## src/rtl/counter_monitor_if.sv

```systemverilog
// Pin bundle of the monitored loadable up/down counter.
interface counter_monitor_if #(
  parameter int unsigned WIDTH = 4
) ();

  logic             load;
  logic             up_down;
  logic [WIDTH-1:0] din;
  logic [WIDTH-1:0] count;

  // Side that drives the counter pins (the counter itself, or a bench).
  modport master (
    output load,
    output up_down,
    output din,
    output count
  );

  // Passive observer side.
  modport slave (
    input load,
    input up_down,
    input din,
    input count
  );

endinterface : counter_monitor_if

```

## src/rtl/counter_monitor.sv

```systemverilog
// Passive checker for the loadable up/down counter: predicts the next count,
// flags mismatches, records the first one and counts errors and wraps.
module counter_monitor #(
  parameter int unsigned WIDTH = 4,
  parameter int unsigned ERR_W = 8
) (
  input  logic                clk,
  input  logic                rst_n,
  input  logic                mon_en,
  input  logic                clr,
  counter_monitor_if.slave    mon,
  output logic                synced,
  output logic                err_pulse,
  output logic                err_sticky,
  output logic [ERR_W-1:0]    err_cnt,
  output logic [WIDTH-1:0]    first_exp,
  output logic [WIDTH-1:0]    first_act,
  output logic [ERR_W-1:0]    wrap_up_cnt,
  output logic [ERR_W-1:0]    wrap_dn_cnt
);

  localparam logic [WIDTH-1:0] CNT_MAX = '1;
  localparam logic [ERR_W-1:0] SAT_MAX = '1;

  typedef enum logic [1:0] {
    ST_IDLE  = 2'd0,
    ST_SYNC  = 2'd1,
    ST_CHECK = 2'd2
  } state_t;

  state_t           r_state;
  state_t           w_state_nxt;
  logic             w_pred_en;
  logic             w_check;
  logic             w_mismatch;
  logic             w_wrap_up;
  logic             w_wrap_dn;
  logic [WIDTH-1:0] w_next_val;

  logic [WIDTH-1:0] r_pred;
  logic             r_prev_load;
  logic             r_prev_dn;
  logic             r_synced;
  logic             r_err_pulse;
  logic             r_err_sticky;
  logic [ERR_W-1:0] r_err_cnt;
  logic [WIDTH-1:0] r_first_exp;
  logic [WIDTH-1:0] r_first_act;
  logic [ERR_W-1:0] r_wrap_up_cnt;
  logic [ERR_W-1:0] r_wrap_dn_cnt;

  // Next counter value from the observed count; load beats direction.
  always_comb begin
    w_next_val = '0;
    if (mon.load) begin
      w_next_val = mon.din;
    end else if (mon.up_down) begin
      w_next_val = mon.count - WIDTH'(1);
    end else begin
      w_next_val = mon.count + WIDTH'(1);
    end
  end

  // State register.
  always_ff @(posedge clk or negedge rst_n) begin
    if (!rst_n) begin
      r_state <= ST_IDLE;
    end else begin
      r_state <= w_state_nxt;
    end
  end

  // Next state plus prediction/compare enables.
  always_comb begin
    w_state_nxt = r_state;
    w_pred_en   = 1'b0;
    w_check     = 1'b0;
    case (r_state)
      ST_IDLE: begin
        if (mon_en) w_state_nxt = ST_SYNC;
      end
      ST_SYNC: begin
        if (!mon_en) begin
          w_state_nxt = ST_IDLE;
        end else begin
          w_pred_en   = 1'b1;
          w_state_nxt = ST_CHECK;
        end
      end
      ST_CHECK: begin
        if (!mon_en) begin
          w_state_nxt = ST_IDLE;
        end else begin
          w_pred_en = 1'b1;
          w_check   = 1'b1;
        end
      end
      default: w_state_nxt = ST_IDLE;
    endcase
  end

  // Compare and wrap detection; a wrap is only credited on a correct count
  // that followed a non-load step in the matching direction.
  always_comb begin
    w_mismatch = w_check && (mon.count != r_pred);
    w_wrap_up  = w_check && !w_mismatch && !r_prev_load && !r_prev_dn &&
                 (r_pred == '0);
    w_wrap_dn  = w_check && !w_mismatch && !r_prev_load && r_prev_dn &&
                 (r_pred == CNT_MAX);
  end

  // Prediction, error capture and saturating statistics; clr beats a mismatch.
  always_ff @(posedge clk or negedge rst_n) begin
    if (!rst_n) begin
      r_pred        <= '0;
      r_prev_load   <= 1'b0;
      r_prev_dn     <= 1'b0;
      r_synced      <= 1'b0;
      r_err_pulse   <= 1'b0;
      r_err_sticky  <= 1'b0;
      r_err_cnt     <= '0;
      r_first_exp   <= '0;
      r_first_act   <= '0;
      r_wrap_up_cnt <= '0;
      r_wrap_dn_cnt <= '0;
    end else begin
      r_synced <= (w_state_nxt == ST_CHECK);
      if (w_pred_en) begin
        r_pred      <= w_next_val;
        r_prev_load <= mon.load;
        r_prev_dn   <= mon.up_down;
      end
      if (clr) begin
        r_err_pulse   <= 1'b0;
        r_err_sticky  <= 1'b0;
        r_err_cnt     <= '0;
        r_first_exp   <= '0;
        r_first_act   <= '0;
        r_wrap_up_cnt <= '0;
        r_wrap_dn_cnt <= '0;
      end else begin
        r_err_pulse <= w_mismatch;
        if (w_mismatch) begin
          if (r_err_cnt != SAT_MAX) r_err_cnt <= r_err_cnt + ERR_W'(1);
          if (!r_err_sticky) begin
            r_err_sticky <= 1'b1;
            r_first_exp  <= r_pred;
            r_first_act  <= mon.count;
          end
        end
        if (w_wrap_up && (r_wrap_up_cnt != SAT_MAX)) begin
          r_wrap_up_cnt <= r_wrap_up_cnt + ERR_W'(1);
        end
        if (w_wrap_dn && (r_wrap_dn_cnt != SAT_MAX)) begin
          r_wrap_dn_cnt <= r_wrap_dn_cnt + ERR_W'(1);
        end
      end
    end
  end

  assign synced      = r_synced;
  assign err_pulse   = r_err_pulse;
  assign err_sticky  = r_err_sticky;
  assign err_cnt     = r_err_cnt;
  assign first_exp   = r_first_exp;
  assign first_act   = r_first_act;
  assign wrap_up_cnt = r_wrap_up_cnt;
  assign wrap_dn_cnt = r_wrap_dn_cnt;

endmodule : counter_monitor

```

## src/flat_wrapper.sv

```systemverilog
// flat-port wrapper written by rule: the top's interface ports become plain ports
module counter_monitor_flat 
#(
  parameter int unsigned WIDTH = 4,
  parameter int unsigned ERR_W = 8
)
  (clk, rst_n, mon_en, clr, synced, err_pulse, err_sticky, err_cnt, first_exp, first_act, wrap_up_cnt, wrap_dn_cnt, mon_load, mon_up_down, mon_din, mon_count);
  counter_monitor_if #(.WIDTH(WIDTH)) mon_i ();
  input  logic clk;
  input  logic rst_n;
  input  logic mon_en;
  input  logic clr;
  output logic synced;
  output logic err_pulse;
  output logic err_sticky;
  output logic [ERR_W-1:0] err_cnt;
  output logic [WIDTH-1:0] first_exp;
  output logic [WIDTH-1:0] first_act;
  output logic [ERR_W-1:0] wrap_up_cnt;
  output logic [ERR_W-1:0] wrap_dn_cnt;
  input wire logic [$bits(mon_i.load)-1:0] mon_load;
  input wire logic [$bits(mon_i.up_down)-1:0] mon_up_down;
  input wire logic [$bits(mon_i.din)-1:0] mon_din;
  input wire logic [$bits(mon_i.count)-1:0] mon_count;
  assign mon_i.load = mon_load;
  assign mon_i.up_down = mon_up_down;
  assign mon_i.din = mon_din;
  assign mon_i.count = mon_count;
  counter_monitor #(.WIDTH(WIDTH), .ERR_W(ERR_W)) u_core (.clk(clk), .rst_n(rst_n), .mon_en(mon_en), .clr(clr), .mon(mon_i), .synced(synced), .err_pulse(err_pulse), .err_sticky(err_sticky), .err_cnt(err_cnt), .first_exp(first_exp), .first_act(first_act), .wrap_up_cnt(wrap_up_cnt), .wrap_dn_cnt(wrap_dn_cnt));
endmodule
```

## config.mk

```make
export PLATFORM = sky130hd
export DESIGN_NAME = counter_monitor_flat
export DESIGN_NICKNAME = d
export VERILOG_FILES = /design/src/rtl/counter_monitor_if.sv /design/src/rtl/counter_monitor.sv /design/src/flat_wrapper.sv
export SDC_FILE = /design/constraint.sdc
export NUM_CORES = 1
export LEC_CHECK = 0
export CAP_MARGIN = 20
export CORE_AREA = 2 2 74 76
export CTS_CLUSTER_DIAMETER = 120
export DETAILED_ROUTE_END_ITERATION = 12
export DIE_AREA = 0 0 76 78
export PLACE_DENSITY = 0.75
export SLEW_MARGIN = 5
export SYNTH_ARGS = -nofsm -noshare
export SYNTH_HDL_FRONTEND = slang
export SYNTH_SLANG_ARGS = --single-unit
```

## constraint.sdc

```tcl
create_clock -name clk -period 2.1 [get_ports clk]
set_clock_uncertainty 0.2 [all_clocks]
set_input_delay 0.315 -clock clk [delete_from_list [all_inputs] [get_ports clk]]
set_output_delay 0.315 -clock clk [all_outputs]
set_load 0.02 [all_outputs]
```

Word level (Yosys, flattened, before mapping)
Cells that the tools add are included.
- bits in registers: 43
- input port bits: 14
- word-level logic and storage cells: 72
- add/sub/neg operators: 5
- eq/ne operators: 9
- muxes and demuxes: 25
- reduce and logical (&&, ||, !) cells: 21
- operators with widths (kind ; count):
    $mux 8 ; 7
    $mux 4 ; 8
    $add 8x1->8 const B ; 3
    $ne 8x8->1 const B ; 3
    $logic_and 1x1->1 ; 9
    $reduce_bool 2->1 ; 4
    $mux 1 ; 6
    $mux 2 ; 3
    $pmux 2 s3 ; 1
    $add 4x1->4 const B ; 1
    $eq 2x2->1 const B ; 2
    $eq 4x4->1 const B ; 1
    $logic_not 4->1 ; 1
    $ne 4x4->1 ; 1
    $reduce_and 2->1 ; 2
    $sub 4x1->4 const B ; 1
    $logic_not 1->1 ; 3
    $eq 2x1->1 const B ; 1
    $logic_not 2->1 ; 1
    $ne 2x2->1 const B ; 1
    $reduce_or 2->1 ; 1

Depth between registers and ports, before layout
Gate-level depths: netlist (run 1).
- depth after elaboration: 11
- gate-level depth with buffers: 8
- gate-level depth less buffers: 7

Worst setup path after synthesis (run 1)
OpenSTA, ideal clock, no wires.
- kind: register to register
- start: register u_core.r_wrap_dn_cnt[0], in the netlist u_core.wrap_dn_cnt[0]
- end: register u_core.r_wrap_dn_cnt[7], in the netlist u_core.wrap_dn_cnt[7]
- setup time: 0.078 ns
- arrival: 1.879 ns
- required time: 1.822 ns
- setup slack: -0.057 ns
- cell stages (with the launch flop): 7
- period minus slack after synthesis: 2.157 ns
- cells stage by stage: dfrtp_1 ha_1 nand3_1 o211ai_2 or3_1 or4_1 a21oi_1
- cells in the longest elaborated chain, start to end: 3
- elaborated cells on any way between the ends: 6
- ends and longest elaborated chain (item ; RTL line ; source):
    start: declaration ; counter_monitor.sv:50 ; logic [ERR_W-1:0] r_wrap_dn_cnt;
    start signal: assignment ; counter_monitor.sv:155 ; r_wrap_dn_cnt <= r_wrap_dn_cnt + ERR_W'(1);
    $add 8x1->8 / $ne 8x8->1 (equally long branches) ; counter_monitor.sv:155, counter_monitor.sv:154 ;
    $mux 8 / $logic_and 1x1->1 (equally long branches) ; counter_monitor.sv:154 ; if (w_wrap_dn && (r_wrap_dn_cnt != SAT_MAX)) begin
    $mux 8 / $reduce_bool 2->1 (equally long branches) ; -- ;
Parallel ways exist; a longest one is shown, timed or not. The select of a mux whose other input is x is not followed.
A chain may end at the register's enable or synchronous reset.

Worst setup path in the final report (run 1)
- start: register u_core.r_pred[3]
- end: register u_core.r_wrap_dn_cnt[7], in the netlist u_core.wrap_dn_cnt[7]
- cells in the longest elaborated chain, start to end: 9
- elaborated cells on any way between the ends: 10
- ends and longest elaborated chain (item ; RTL line ; source):
    start: declaration ; counter_monitor.sv:40 ; logic [WIDTH-1:0] r_pred;
    start signal: assignment ; counter_monitor.sv:129 ; r_pred <= w_next_val;
    $ne 4x4->1 ; counter_monitor.sv:105 ; w_mismatch = w_check && (mon.count != r_pred);
    $logic_and 1x1->1 ; counter_monitor.sv:105 ;
    $logic_not 1->1 ; counter_monitor.sv:108 ; w_wrap_dn = w_check && !w_mismatch && !r_prev_load && r_prev_dn &&
    $logic_and 1x1->1 (3 in a row) ; counter_monitor.sv:108 ;
    $logic_and 1x1->1 (*) ; counter_monitor.sv:108 ;
    $logic_and 1x1->1 (*) ; counter_monitor.sv:154 ;
    $reduce_bool 2->1 (no line) (*) ; -- ;
Every way passes the cells marked *; elsewhere a longest branch is shown, timed or not.

==> key figures, run 1 <==
Run status
  • Status: complete, but fails checks
  • Failing checks: setup timing

Timing
  • Worst slew pin tran: 0.5431 ns
  • Unrepaired setup endpoints after global routing: yes
  • Max Slew Vio Count: 0
  • Fin crit share: 1.013
  • Final setup vio count: 1
  • Setup WS post-layout: -0.02671 ns
  • Slew HR: 0.6380
  • Fmax: 0.4702 GHz
  • Tmin final: 2.127 ns
  • Setup TNS: -0.02671 ns
  • Final Hold Vio Count: 0

Critical path
  • CP required: 2.13 ns
  • Crit path max fanout: 4
  • CP Data Arrival Time: 2.16 ns
  • CP delay by family, top: simple AND/OR/NAND/NOR gates
  • CP max stage delay: 0.49 ns
  • Crit path kind: reg -> reg
  • CP cell instances: xnor2_2 -> nand4_1 -> or3_4 -> or4_4 -> a21oi_2
  • Crit. End Element: register
  • CP bufs+invs: 0
  • Slowest-stage cell, CP: or4_4
  • Startpoint Class: register

Finish
  • Ant. Diodes: 0
  • Final instance area: 3276 µm²
  • Final Non-Filler Cells: 378
  • Final nets: 332
  • Most frequent cells in the layout: clkdlybuf4s50_1 (43), dfrtp_1 (39), nor2_1 (32)
  • Layout cell share with drive strength beyond 1: 0.2273
  • Layout overhead on the synthesized area: 43.06%
  • Most common cell after layout, fill and taps aside: clkdlybuf4s50_1

Pwr
  • Pleak: 1.414 nW
  • Internal power: 1.745 mW
  • Clock share of power: 0.247
  • Sw Share: 0.3225
  • Logic gate share of total power: 0.350
  • VDD IR-drop max: 0.0007709 V
  • Sw power: 0.8307 mW
  • Pwr dens: 786.3 nW/µm²
  • Flop pwr share: 0.403

Floorplan
  • Die width: 76 µm
  • Starting density of the core: 0.4541
  • Die Area: 5928 µm²
  • Row Count: 26
  • CORE AREA: 5042 µm²
  • Ports: 49
  • DIE HEIGHT: 78 µm

Drt
  • Vias: 1930
  • Vias per inst: 5.106
  • Final ANT Viol Nets: 0
  • WL per Instance: 13.77 µm
  • Drc violations: 0
  • DRT Wirelength: 5.206 mm
  • Router iterations before antenna repair: 4
  • 1st-iter DRT viols: 115

Yosys
  • Synth Register Bits: 43
  • Mux cell area share after synthesis: 0.05738
  • Primary FF master, synth: dfrtp_1
  • Compound-cell area share of the yosys netlist: 0.08962
  • Sequential-to-total area share from yosys stat: 0.4699
  • Main combinational cell family by area after synthesis: simple AND/OR/NAND/NOR gates
  • Simple-gate share of the synthesized area: 0.2055
  • Ys Warns: 0
  • Syn Std Cell Area: 2290 µm²
  • Post-Synthesis Cells: 229
  • Synth Area in Adders: 0.05792
  • XOR/XNOR Fraction of Synth Area: 0.09071
  • FFs w/ async S/R, synth: 1.000
  • Avg Cell Area, Syn: 9.999 µm²
  • Library cells used by synthesis: 38
  • Post-synth EDFFs: 0
  • Syn nets: 253

Clock network
  • Num CTS Buffers: 5
  • Max H-tree Level: 2
  • CTS max path bufs: 2
  • Clock sink count: 43
  • Clock slew at reported path FFs: 0.09 ns
  • CTS tree: built
  • Worst-Skew Late Latency: 0.31 ns
  • Root buf cell: clkbuf_8

Place
  • Placed Area: 3039 µm²
  • Port Buf Inserts: 48
  • Gpl congestion: 0.8442
  • Cells after DPL: 367
  • HPWL after DPL: 3.646 mm

GRT
  • First-pass GRT wire length: 8.825 mm
  • GR Overflow Total: 0
  • All-Layer GR Usage: 0.1869
  • Largest net degree at the start of global routing: 44
  • Number of antenna violations at the first check in global routing: 0
  • Vias in the first global route: 1902

Run
  • Max-cap violations: 0

Worst hold path
  • Worst min path class: in -> reg
==> power by group through the flow <==
stage,clock network [mW],registers [mW],logic (mW)
after floorplan,0,1.07,0.399
after global placement,0,1.04,0.772
after detailed placement,0,1.04,0.800
after CTS,0.646,1.03,0.842
after global routing,0.681,1.05,0.981
final,0.635,1.04,0.902
==> metal layers <==
metal	part of all wire	track usage
met3	0.033	0.03837
met1	0.45	0.2461
met5	0	0
met4	0.015	0.07455
met2	0.50	0.3036
==> cells in the mapped netlist (all sizes together), types with 2 or more instances <==
library cell,count,area share
dfrtp,43,0.47
nor2,32,0.052
xnor2,16,0.068
nand2,13,0.021
a21oi,12,0.026
mux2i,12,0.052
o21ai,10,0.023
ha,9,0.049
inv,8,0.013
nand3,8,0.017
nor4,8,0.025
clkbuf,6,0.0098
xor2,6,0.023
and3,5,0.014
nand4,5,0.014
and2,4,0.011
o211ai,4,0.015
or3,4,0.011
a21o,3,0.0098
buf,3,0.0060
nor2b,3,0.0082
nor3,3,0.0066
nand3b,2,0.0066
==> layout make-up <==
type                       instances  area (µm²)
inverter                           8       30.03
timing repair buffer              81       732.0
multi-input combinational        169        1239
clock inverter                     2       37.54
tap                               70       87.58
sequential                        43        1081
fill                             413        1767
clock buffer                       5       68.82
==> per-stage QoR <==
stage | hold slack [ns] | setup slack [ns] | total power [mW] | util
2_1_floorplan | -0.1806 | 0.01747 | 1.472 | -
3_3_place_gp | 0.2188 | -0.3298 | 1.809 | 0.6027
6_report | 0.2675 | -0.02671 | 2.576 | 0.6496
4_1_cts | 0.3282 | 0.0002192 | 2.516 | 0.6320
3_5_place_dp | 0.2237 | -0.3583 | 1.840 | 0.6027
5_1_grt | 0.3019 | -0.1021 | 2.716 | 0.6496
==> registers in the layout (all words and copies together), names as in the netlist, 2 cells and up <==
signal	cells
u_core.err_cnt	8
u_core.wrap_dn_cnt	8
u_core.wrap_up_cnt	8
u_core.first_act	4
u_core.first_exp	4
u_core.r_pred	4
u_core.r_state	2
==> tightest hold or removal path, stage by stage <==
cell and delay (ns):
dlymetal6s2s_1 0.14, buf_4 0.14, mux2i_1 0.06, nor2_1 0.08
==> cell families (layout without fill, tap and decap cells) <==
group,after synthesis,after routing
buffers and inverters,17,96
AO/OA/AOI/OAI,32,32
flip-flops,43,43
adder cells (fa/ha/maj),10,10
AND/OR/NAND/NOR,92,92
XOR/XNOR,22,22
multiplexers,13,13
==> path summary, 6_finish.rpt <==
check	from	cells after the start	slack [ns]	end
max	u_core.r_pred[3]	5	-0.03	u_core.wrap_dn_cnt[7]
min	mon_count[2]	4	0.27	u_core.first_act[2]
max reg2reg	u_core.r_pred[3]	5	-0.03	u_core.wrap_dn_cnt[7]
min reg2reg	u_core.first_act[0]	2	0.33	u_core.first_act[0]
max in group asynchronous	rst_n	3	0.86	u_core.wrap_dn_cnt[1]
min in group asynchronous	rst_n	3	0.42	u_core.first_act[2]
==> repair_timing <==
item,4_1_cts,5_1_grt
gates resized for setup,9,15
endpoints found under the hold margin,43,0
setup endpoints to repair,1,26
pin swaps,4,9
setup buffers,1,2
hold buffers,1,0
Power figures use the tool's default switching activity.
==> run 2, diff against run 1 <==
- SKIP_LAST_GASP: default -> 1
==> run 2 against run 1 <==
  * The run still ends with setup timing left
  * Global-route usage stayed put
  * Sequential power hardly changed
  * Worst hold slack worse by 0.0011 ns
  * Utilization stayed put
  * Total power hardly changed
  * Final area stayed put
  * Wire length is 0.19% higher
  * Largest cell class unchanged
==> key figures, run 2 (same netlist as run 1, synthesis figures left out) <==
Pwr
  • Internal power: 1.745 mW (about the same)
  • Sw power: 0.8316 mW (was 0.8307 mW)
  • Flop pwr share: 0.403 (about the same)
  • Sw Share: 0.3228 (was 0.3225)
  • Pleak: 1.414 nW (unchanged)
  • Pwr dens: 786.6 nW/µm² (was 786.3 nW/µm²)
  • VDD IR-drop max: 0.0007711 V (was 0.0007709 V)
  • Clock share of power: 0.247 (about the same)
  • Logic gate share of total power: 0.350 (about the same)

GRT
  • First-pass GRT wire length: 8.825 mm (unchanged)
  • Largest net degree at the start of global routing: 44 (unchanged)
  • Vias in the first global route: 1902 (unchanged)
  • All-Layer GR Usage: 0.1869 (unchanged)
  • Number of antenna violations at the first check in global routing: 0 (unchanged)
  • GR Overflow Total: 0 (unchanged)

Floorplan
  • Die Area: 5928 µm² (unchanged)
  • DIE HEIGHT: 78 µm (unchanged)
  • Starting density of the core: 0.4541 (unchanged)
  • Ports: 49 (unchanged)
  • Row Count: 26 (unchanged)
  • CORE AREA: 5042 µm² (unchanged)
  • Die width: 76 µm (unchanged)

Finish
  • Final Non-Filler Cells: 378 (unchanged)
  • Most frequent cells in the layout: clkdlybuf4s50_1 (43), dfrtp_1 (39), nor2_1 (32) (unchanged)
  • Layout cell share with drive strength beyond 1: 0.2273 (unchanged)
  • Fillcell total: 413 (unchanged)
  • Most common cell after layout, fill and taps aside: clkdlybuf4s50_1 (unchanged)
  • Final core occ: 0.6496 (unchanged)
  • Layout overhead on the synthesized area: 43.06% (unchanged)
  • Ant. Diodes: 0 (unchanged)
  • Final nets: 332 (unchanged)

Drt
  • WL per Instance: 13.80 µm (was 13.77 µm)
  • Final ANT Viol Nets: 0 (unchanged)
  • DRT Wirelength: 5.216 mm (was 5.206 mm)
  • Drc violations: 0 (unchanged)
  • Vias per inst: 5.101 (was 5.106)
  • 1st-iter DRT viols: 125 (was 115)
  • Vias: 1928 (was 1930)
  • Router iterations before antenna repair: 4 (unchanged)

Timing
  • Setup TNS: -0.02666 ns (was -0.02671 ns)
  • Final Hold Vio Count: 0 (unchanged)
  • Fin crit share: 1.013 (about the same)
  • Slew HR: 0.6367 (was 0.6380)
  • Worst slew pin tran: 0.5450 ns (was 0.5431 ns)
  • Tmin final: 2.127 ns (about the same)
  • Setup WS post-layout: -0.02666 ns (was -0.02671 ns)
  • Unrepaired setup endpoints after global routing: yes (unchanged)
  • Fmax: 0.4702 GHz (about the same)
  • Max Slew Vio Count: 0 (unchanged)
  • Final setup vio count: 1 (unchanged)

Clock network
  • Clock slew at reported path FFs: 0.09 ns (about the same)
  • CTS max path bufs: 2 (unchanged)
  • Worst-Skew Late Latency: 0.31 ns (about the same)
  • Root buf cell: clkbuf_8 (unchanged)
  • Max H-tree Level: 2 (unchanged)
  • Num CTS Buffers: 5 (unchanged)
  • Clock sink count: 43 (unchanged)
  • CTS tree: built (unchanged)

Critical path
  • Slowest-stage cell, CP: or4_4 (unchanged)
  • Startpoint Class: register (unchanged)
  • CP cell instances: xnor2_2 -> nand4_1 -> or3_4 -> or4_4 -> a21oi_2 (unchanged)
  • CP Data Arrival Time: 2.16 ns (about the same)
  • CP startpoint: u_core.r_pred[3] (unchanged)
  • Crit path kind: reg -> reg (unchanged)
  • CP required: 2.13 ns (about the same)
  • CP max stage delay: 0.49 ns (about the same)
  • Crit. End Element: register (unchanged)
  • Reg2reg start: u_core.r_pred[3] (unchanged)
  • Crit path max fanout: 4 (unchanged)

Worst hold path
  • Worst Min Path Start: mon_count[2] (unchanged)
  • Worst min path class: in -> reg (unchanged)

Run
  • Max-cap violations: 0 (unchanged)

Place
  • HPWL after DPL: 3.646 mm (unchanged)
  • Port Buf Inserts: 48 (unchanged)
  • Cells after DPL: 367 (unchanged)
  • DP Worst Slack: -0.3583 ns (unchanged)
  • Gpl congestion: 0.8442 (unchanged)

Run status
  • Failing checks: setup timing (unchanged)
  • Status: complete, but fails checks (unchanged)
run 2: layer usage:
layer	routed length [µm]	up-vias	GRT usage
met2	2607	37	0.3036
met5	0	-	0
li1	-	949	-
met1	2354	933	0.2461
met4	78	0	0.07455
met3	176	9	0.03837
run 2: critical path: cells and delay by family (launching register included):
family	cells	cell delay [ns]
XOR/XNOR	1	0.18
AO/OA/AOI/OAI	1	0.14
flip-flops	1	0.45
AND/OR/NAND/NOR	3	1.07
run 2: path summary, 6_finish.rpt:
| kind | end | slack (ns) | depth (start not counted) |
|---|---|---|---|
| worst max-delay path | u_core.wrap_dn_cnt[7] | -0.03 | 5 |
| worst min-delay path | u_core.first_act[2] | 0.27 | 4 |
| worst max register to register | u_core.wrap_dn_cnt[7] | -0.03 | 5 |
| worst min register to register | u_core.first_act[0] | 0.33 | 2 |
| max in group asynchronous | u_core.wrap_dn_cnt[1] | 0.86 | 3 |
| min in group asynchronous | u_core.first_act[2] | 0.42 | 3 |
run 2: cell type report:
class,count,area (µm²),share of cell area
repair buffers,81,732.0,0.2235
inverters,8,30.03,0.009167
well taps,70,87.58,0.02674
flip-flops and latches,43,1081,0.3300
clock buffers,5,68.82,0.02101
multi-input cells,169,1239,0.3782
clock inverters,2,37.54,0.01146
run 2: power groups by stage:
stage	Clock (mW)	Sequential (mW)	Combinational (mW)
3_5_place_dp	0	1.04	0.800
5_1_grt	0.681	1.05	0.981
2_1_floorplan	0	1.07	0.399
6_report	0.636	1.04	0.901
3_3_place_gp	0	1.04	0.772
4_1_cts	0.646	1.03	0.842
run 2: timing repair:
action | in CTS | in global routing
buffers inserted | 1 | 2
gates resized for setup | 9 | 15
cloned | 0 | 0
pin swaps | 4 | 8
endpoints found under the hold margin | 43 | 0
endpoints found under the setup margin | 1 | 26
hold buffers | 1 | 0
run 2: per-stage QoR:
| step | hold slack, ns | power (mW) | cell area [µm²] |
|---|---|---|---|
| floorplan | -0.1806 | 1.472 | 2295 |
| global route | 0.3019 | 2.716 | 3276 |
| detailed placement | 0.2237 | 1.840 | 3039 |
| finish | 0.2664 | 2.577 | 3276 |
| CTS | 0.3282 | 2.516 | 3187 |
| global placement | 0.2188 | 1.809 | 3039 |
